===== config.mk =====
export PLATFORM = sky130hd
export DESIGN_NAME = dmem_port_master
export DESIGN_NICKNAME = d
export VERILOG_FILES = /design/src/rtl/dmem_master_pkg.sv /design/src/rtl/dmem_out_buf.sv /design/src/rtl/dmem_port_master.sv
export SDC_FILE = /design/constraint.sdc
export NUM_CORES = 1
export LEC_CHECK = 0
export ABC_CLOCK_PERIOD_IN_PS = 2600
export BUFFER_PORTS_ARGS = -buffer_cell sky130_fd_sc_hd__buf_2
export CAP_MARGIN = 20
export CORE_MARGIN = 2
export CORE_UTILIZATION = 40
export DETAILED_ROUTE_END_ITERATION = 10
export PLACE_DENSITY = 0.76
export SYNTH_ARGS = -nofsm -noshare
export SYNTH_HDL_FRONTEND = slang
export SYNTH_SLANG_ARGS = --single-unit
export TNS_END_PERCENT = 5

===== constraint.sdc =====
create_clock -name clk -period 2.6 [get_ports clk]
set_input_delay 0 -clock clk [delete_from_list [all_inputs] [get_ports clk]]
set_output_delay 0 -clock clk [all_outputs]
set_load 0.02 [all_outputs]

===== src/rtl/dmem_master_pkg.sv =====
// Shared types and constants for the data-memory port master.
// Memory geometry, default load/dump regions and the controller state encoding.
package dmem_master_pkg;

    typedef enum logic [1:0] {
        ST_IDLE  = 2'd0,
        ST_LOAD  = 2'd1,
        ST_DUMP  = 2'd2,
        ST_DRAIN = 2'd3
    } state_t;

    localparam int unsigned WORD_BYTES     = 4;
    localparam int unsigned MEM_BYTES      = 256;
    localparam int unsigned DEF_LOAD_BASE  = 60;
    localparam int unsigned DEF_LOAD_WORDS = 38;
    localparam int unsigned DEF_DUMP_BASE  = 0;
    localparam int unsigned DEF_DUMP_WORDS = 9;

    // Word counter width: a 256-byte memory holds at most 64 words.
    localparam int CNT_W = 8;

    function automatic logic [31:0] word_addr(input logic [31:0] base,
                                              input logic [CNT_W-1:0] idx);
        return base + (32'(idx) << 2);
    endfunction

    function automatic bit region_fits(input int unsigned base, input int unsigned words);
        return ((base % WORD_BYTES) == 0) && ((base + WORD_BYTES * words) <= MEM_BYTES);
    endfunction

endpackage


===== src/rtl/dmem_out_buf.sv =====
// Single-entry valid/ready output register for the dump stream.
// free is high when a new word may be captured this cycle.
module dmem_out_buf #(
    parameter int W = 32
) (
    input  logic         clk,
    input  logic         reset,
    input  logic         capture,
    input  logic [W-1:0] cap_data,
    input  logic         cap_last,
    input  logic         out_ready,
    output logic         out_valid,
    output logic [W-1:0] out_data,
    output logic         out_last,
    output logic         free
);

    logic         valid_reg;
    logic [W-1:0] data_reg;
    logic         last_reg;

    assign free      = !valid_reg || out_ready;
    assign out_valid = valid_reg;
    assign out_data  = data_reg;
    assign out_last  = last_reg;

    always_ff @(posedge clk) begin
        if (reset) begin
            valid_reg <= 1'b0;
            data_reg  <= '0;
            last_reg  <= 1'b0;
        end else if (capture) begin
            valid_reg <= 1'b1;
            data_reg  <= cap_data;
            last_reg  <= cap_last;
        end else if (valid_reg && out_ready) begin
            valid_reg <= 1'b0;
            last_reg  <= 1'b0;
        end
    end

endmodule


===== src/rtl/dmem_port_master.sv =====
// Bus initiator that bulk-loads the data memory from a word stream and dumps results out.
// Optional macro DMEM_MASTER_CHECKSUM_EN appends a wrap-around sum beat to every dump.
module dmem_port_master
    import dmem_master_pkg::*;
#(
    parameter int unsigned LOAD_BASE  = DEF_LOAD_BASE,
    parameter int unsigned LOAD_WORDS = DEF_LOAD_WORDS,
    parameter int unsigned DUMP_BASE  = DEF_DUMP_BASE,
    parameter int unsigned DUMP_WORDS = DEF_DUMP_WORDS
) (
    input  logic        clk,
    input  logic        reset,
    input  logic        start_load,
    input  logic        start_dump,
    input  logic        in_valid,
    input  logic [31:0] in_data,
    output logic        in_ready,
    output logic        out_valid,
    output logic [31:0] out_data,
    output logic        out_last,
    input  logic        out_ready,
    output logic [31:0] addr,
    output logic [31:0] write_data,
    output logic        memwrite,
    output logic        memread,
    input  logic [31:0] read_data,
    output logic        hold_core,
    output logic        busy,
    output logic        done
);

    if (!region_fits(LOAD_BASE, LOAD_WORDS)) begin : g_load_region_bad
        $error("dmem_port_master: load region misaligned or outside memory");
    end
    if (!region_fits(DUMP_BASE, DUMP_WORDS)) begin : g_dump_region_bad
        $error("dmem_port_master: dump region misaligned or outside memory");
    end

    localparam logic [CNT_W-1:0] LOAD_LAST = CNT_W'(LOAD_WORDS - 1);
    localparam logic [CNT_W-1:0] DUMP_CNT  = CNT_W'(DUMP_WORDS);
    localparam logic [CNT_W-1:0] DUMP_LAST = CNT_W'(DUMP_WORDS - 1);

    state_t           state_reg;
    logic [CNT_W-1:0] cnt_reg;
    logic             done_reg;

    logic        load_beat;
    logic        data_issue;
    logic        last_issue;
    logic        cap_en;
    logic [31:0] cap_data;
    logic        buf_free;

    assign load_beat  = (state_reg == ST_LOAD) && in_valid;
    assign data_issue = (state_reg == ST_DUMP) && (cnt_reg < DUMP_CNT) && buf_free;

`ifdef DMEM_MASTER_CHECKSUM_EN
    logic [31:0] acc_reg;
    logic        csum_issue;

    // Once every data word has been issued, the next free slot carries the sum.
    assign csum_issue = (state_reg == ST_DUMP) && (cnt_reg == DUMP_CNT) && buf_free;
    assign last_issue = csum_issue;
    assign cap_en     = data_issue || csum_issue;
    assign cap_data   = csum_issue ? acc_reg : read_data;

    always_ff @(posedge clk) begin
        if (reset) begin
            acc_reg <= '0;
        end else if (state_reg == ST_IDLE) begin
            acc_reg <= '0;
        end else if (data_issue) begin
            acc_reg <= acc_reg + read_data;
        end
    end
`else
    assign last_issue = data_issue && (cnt_reg == DUMP_LAST);
    assign cap_en     = data_issue;
    assign cap_data   = read_data;
`endif

    dmem_out_buf #(.W(32)) u_out_buf (
        .clk       (clk),
        .reset     (reset),
        .capture   (cap_en),
        .cap_data  (cap_data),
        .cap_last  (last_issue),
        .out_ready (out_ready),
        .out_valid (out_valid),
        .out_data  (out_data),
        .out_last  (out_last),
        .free      (buf_free)
    );

    assign in_ready  = (state_reg == ST_LOAD);
    assign hold_core = (state_reg != ST_IDLE);
    assign busy      = hold_core;
    assign done      = done_reg;

    // Memory port is driven combinationally so a beat lands on the same edge it is accepted.
    always_comb begin
        memwrite   = 1'b0;
        memread    = 1'b0;
        addr       = '0;
        write_data = '0;
        if (load_beat) begin
            memwrite   = 1'b1;
            addr       = word_addr(32'(LOAD_BASE), cnt_reg);
            write_data = in_data;
        end else if (data_issue) begin
            memread = 1'b1;
            addr    = word_addr(32'(DUMP_BASE), cnt_reg);
        end
    end

    always_ff @(posedge clk) begin
        if (reset) begin
            state_reg <= ST_IDLE;
            cnt_reg   <= '0;
            done_reg  <= 1'b0;
        end else begin
            done_reg <= 1'b0;
            case (state_reg)
                ST_IDLE: begin
                    cnt_reg <= '0;
                    if (start_load) begin
                        state_reg <= ST_LOAD;
                    end else if (start_dump) begin
                        state_reg <= ST_DUMP;
                    end
                end
                ST_LOAD: begin
                    if (load_beat) begin
                        if (cnt_reg == LOAD_LAST) begin
                            state_reg <= ST_IDLE;
                            cnt_reg   <= '0;
                            done_reg  <= 1'b1;
                        end else begin
                            cnt_reg <= cnt_reg + 1'b1;
                        end
                    end
                end
                ST_DUMP: begin
                    if (data_issue) begin
                        cnt_reg <= cnt_reg + 1'b1;
                    end
                    if (last_issue) begin
                        state_reg <= ST_DRAIN;
                    end
                end
                ST_DRAIN: begin
                    if (out_valid && out_ready && out_last) begin
                        state_reg <= ST_IDLE;
                        cnt_reg   <= '0;
                        done_reg  <= 1'b1;
                    end
                end
                default: begin
                    state_reg <= ST_IDLE;
                    cnt_reg   <= '0;
                end
            endcase
        end
    end

endmodule


==> results.json <==
{
  "cts_tree": "yes",
  "endpoint_kind": "output pin",
  "maxClockFrequency_mhz": 415,
  "cts_buffers": 5,
  "largest_register_ffs": 32,
  "worst_r2r_path_depth": 8,
  "io_buffer_count": 150,
  "post_synth.cell_area_avg_um2": 7.53,
  "timing.slew.headroom_pct": 44.7,
  "layout-drive-gt1-share_pct": 33.2,
  "yosys-top-cells-area": "sky130_fd_sc_hd__dfxtp_1 (35%), sky130_fd_sc_hd__nand2_1 (11%), sky130_fd_sc_hd__and3_1 (8.2%)",
  "finalNetCount": 592,
  "finalClockSkew_ns": 0.00827,
  "gp_congestion": 0.972,
  "syn-instance-count": 346,
  "synth_area_leader_cell": "sky130_fd_sc_hd__dfxtp_1",
  "area_growth_syn_to_layout_pct": 43.4,
  "cap_violations": 0,
  "timing_hold_violations_final": 0,
  "power.density_cell_area_nw_per_um2": 694,
  "number_of_antenna_cells_inserted": 0,
  "criticalPathCategory": "reg -> out",
  "holdCritPathClass": "in -> reg",
  "min_period_over_period_pct": 92.6,
  "ir_drop_uv": 432,
  "utilization_pct": 59.2,
  "place_area_um2": 3290,
  "drt_pass1_iterations": 4,
  "placeableCoreArea_um2": 6310,
  "die_area_um2": 7180,
  "regToRegSetupSlack_ns": 0.31,
  "maxSlewViolCount": 0,
  "grt_pass1_wl_um": 12700,
  "setup_total_negative_slack_ns": 0,
  "crit_path_max_fanout": 9,
  "p_leak_uw": 0.00198,
  "grt_setup_unrepaired": "no",
  "asyncSetResetFlopFracSynth_pct": 0,
  "worst_hold_startpoint": "out_ready",
  "period_needed_ns": 2.41,
  "cts_root_buffer": "sky130_fd_sc_hd__clkbuf_8",
  "wire_per_inst_um": 13.5,
  "yosysUniqueCellTypes": 50,
  "grt.overflow.total": 0,
  "synth_largest_type_area_fraction_pct": 34.6,
  "yosys_warnings": 0,
  "hold-path-endpoint": "u_out_buf.out_last",
  "hold-path-cell-count": 3,
  "r2r_start": "state_reg[0]",
  "design_area_um2": 3740,
  "h-tree-depth": 2,
  "die_x_um": 84.7,
  "fill_cells": 569,
  "grt_pass1_vias": 2787,
  "hpwl_um": 5460,
  "initial_utilization_pct": 41.3,
  "clk_path_buf_depth": 2,
  "yosys.cell_count.top_type": "sky130_fd_sc_hd__nand2_1",
  "grt_start_max_net_pins": 40,
  "clock_insertion_delay_worst_skew_ns": 0.30,
  "clkSlewWorstSetupHoldPaths_ns": 0.08,
  "worst-endpoint-required_ns": 2.60,
  "track_usage_pct": 21.5,
  "core.rowCount": 29,
  "synth.ff_latch_count": 45,
  "netlist_area_um2": 2610,
  "setup_violations": 0,
  "crit_arrival_ns": 2.41,
  "chipHeight_um": 84.7,
  "final.hold.worst_slack_ns": 0.0611,
  "clock_sinks": 45,
  "via_count": 2944,
  "cts_setup_buffers": 0,
  "ys_dominant_reg_cell": "sky130_fd_sc_hd__dfxtp_1",
  "synth_commonest_cells": "sky130_fd_sc_hd__nand2_1 (74), sky130_fd_sc_hd__dfxtp_1 (45), sky130_fd_sc_hd__a21oi_1 (42)",
  "ioPinCount": 174,
  "cp-start-kind": "flop",
  "initialDrtViolationCount": 112,
  "drc": 0,
  "ant_nets": 0,
  "synth_edf_count": 0,
  "worst_flop_to_flop_path_endpoint": "cnt_reg[7]",
  "run_status": "complete, no violations",
  "synth.yosys.seq_area_share_pct": 34.6,
  "grt_antenna_before_repair": 0,
  "tightest_slew_ns": 0.822,
  "totalWireLength_um": 8010,
  "drt-vias-per-instance": 4.97
}
==> routing by layer <==
metal,vias up,GRT usage [%],part of all wire [%]
met4,0,4.91,1.3
met1,1316,24.9,39
met3,9,5.41,9.2
met2,138,39.5,51
li1,1481,-,-
met5,-,0,0
==> cells by family (layout without fill, tap and decap cells) <==
| kind of cell | count (synthesis) | after routing | synth area share, % |
|---|---|---|---|
| muxes | 1 | 1 | 0.384 |
| other | 1 | 23 | 0.144 |
| buffers and inverters | 62 | 209 | 13.0 |
| AOI/OAI and AO/OA | 79 | 79 | 19.8 |
| xor gates and xnor gates | 1 | 1 | 0.336 |
| adders and majority gates | 8 | 8 | 3.84 |
| and+or+nand+nor | 149 | 149 | 27.9 |
| DFF | 45 | 45 | 34.6 |
==> area by class of cell <==
type	count	area, um^2	area share, %
timing repair buffer	189	1130	30.1
tap	77	96.3	2.58
sequential	45	901	24.1
inverter	12	45.0	1.21
clock inverter	3	43.8	1.17
clock buffer	5	68.8	1.84
multi-input combinational	261	1460	38.9
==> worst max-delay path, stage by stage, from the launching register on <==
cell	delay [ns]
sky130_fd_sc_hd__dfxtp_1	0.40
sky130_fd_sc_hd__inv_1	0.13
sky130_fd_sc_hd__ha_1	0.20
sky130_fd_sc_hd__nand2b_1	0.10
sky130_fd_sc_hd__a2111o_4	0.58
sky130_fd_sc_hd__nor3_2	0.22
sky130_fd_sc_hd__o21ai_0	0.13
sky130_fd_sc_hd__o21ai_0	0.14
sky130_fd_sc_hd__buf_2	0.21
==> stage by stage <==
step | setup slack (ns) | total power [uW] | cells
2_1_floorplan | 0.309 | 1710 | 368
3_3_place_gp | 0.391 | 2000 | 551
3_5_place_dp | 0.369 | 2030 | 551
4_1_cts | 0.0861 | 2600 | 592
5_1_grt | 0.0730 | 2760 | 592
6_report | 0.192 | 2590 | 592
==> layout by cell type, fill, tap and decap left out, types with 4 or more instances in the layout <==
cell | netlist | routed
sky130_fd_sc_hd__dfxtp_1 | 45 | 45
sky130_fd_sc_hd__nor2_1 | 11 | 11
sky130_fd_sc_hd__nand2_1 | 74 | 74
sky130_fd_sc_hd__and3_1 | 34 | 34
sky130_fd_sc_hd__buf_4 | 24 | 6
sky130_fd_sc_hd__a211oi_1 | 4 | 4
sky130_fd_sc_hd__inv_1 | 11 | 11
sky130_fd_sc_hd__ha_1 | 8 | 8
sky130_fd_sc_hd__buf_2 | 6 | 150
sky130_fd_sc_hd__or3_1 | 4 | 4
sky130_fd_sc_hd__o21ai_0 | 5 | 5
sky130_fd_sc_hd__o21ai_1 | 4 | 4
sky130_fd_sc_hd__clkbuf_8 | 0 | 5
sky130_fd_sc_hd__a21oi_1 | 42 | 42
sky130_fd_sc_hd__conb_1 | 1 | 23
sky130_fd_sc_hd__dlygate4sd3_1 | 0 | 33
sky130_fd_sc_hd__nand3_1 | 6 | 6
sky130_fd_sc_hd__nand4b_1 | 4 | 4
==> how the worst max path moves through the flow <==
stage / start / endpoint / slack (ns)
3_5_place_dp: state_reg[0] / cnt_reg[7] / 0.37
4_1_cts: cnt_reg[0] / addr[4] / 0.09
3_3_place_gp: state_reg[0] / cnt_reg[6] / 0.39
6_report: cnt_reg[0] / addr[4] / 0.19
2_1_floorplan: state_reg[0] / addr[4] / 0.31
5_1_grt: cnt_reg[1] / addr[4] / 0.07
==> where the power goes <==
part / total (uW) / internal (uW) / switching, uW
sequential: 863 / 796 / 67.0
clock: 532 / 288 / 243
combinational: 1200 / 420 / 778
total: 2590 / 1500 / 1090
==> timing repair <==
item,4_1_cts,5_1_grt
endpoints found under the setup margin,0,1
hold endpoints to repair,33,0
hold buffers,33,0
resized for setup,0,1
No activity file was read; power rests on OpenSTA's default activity.
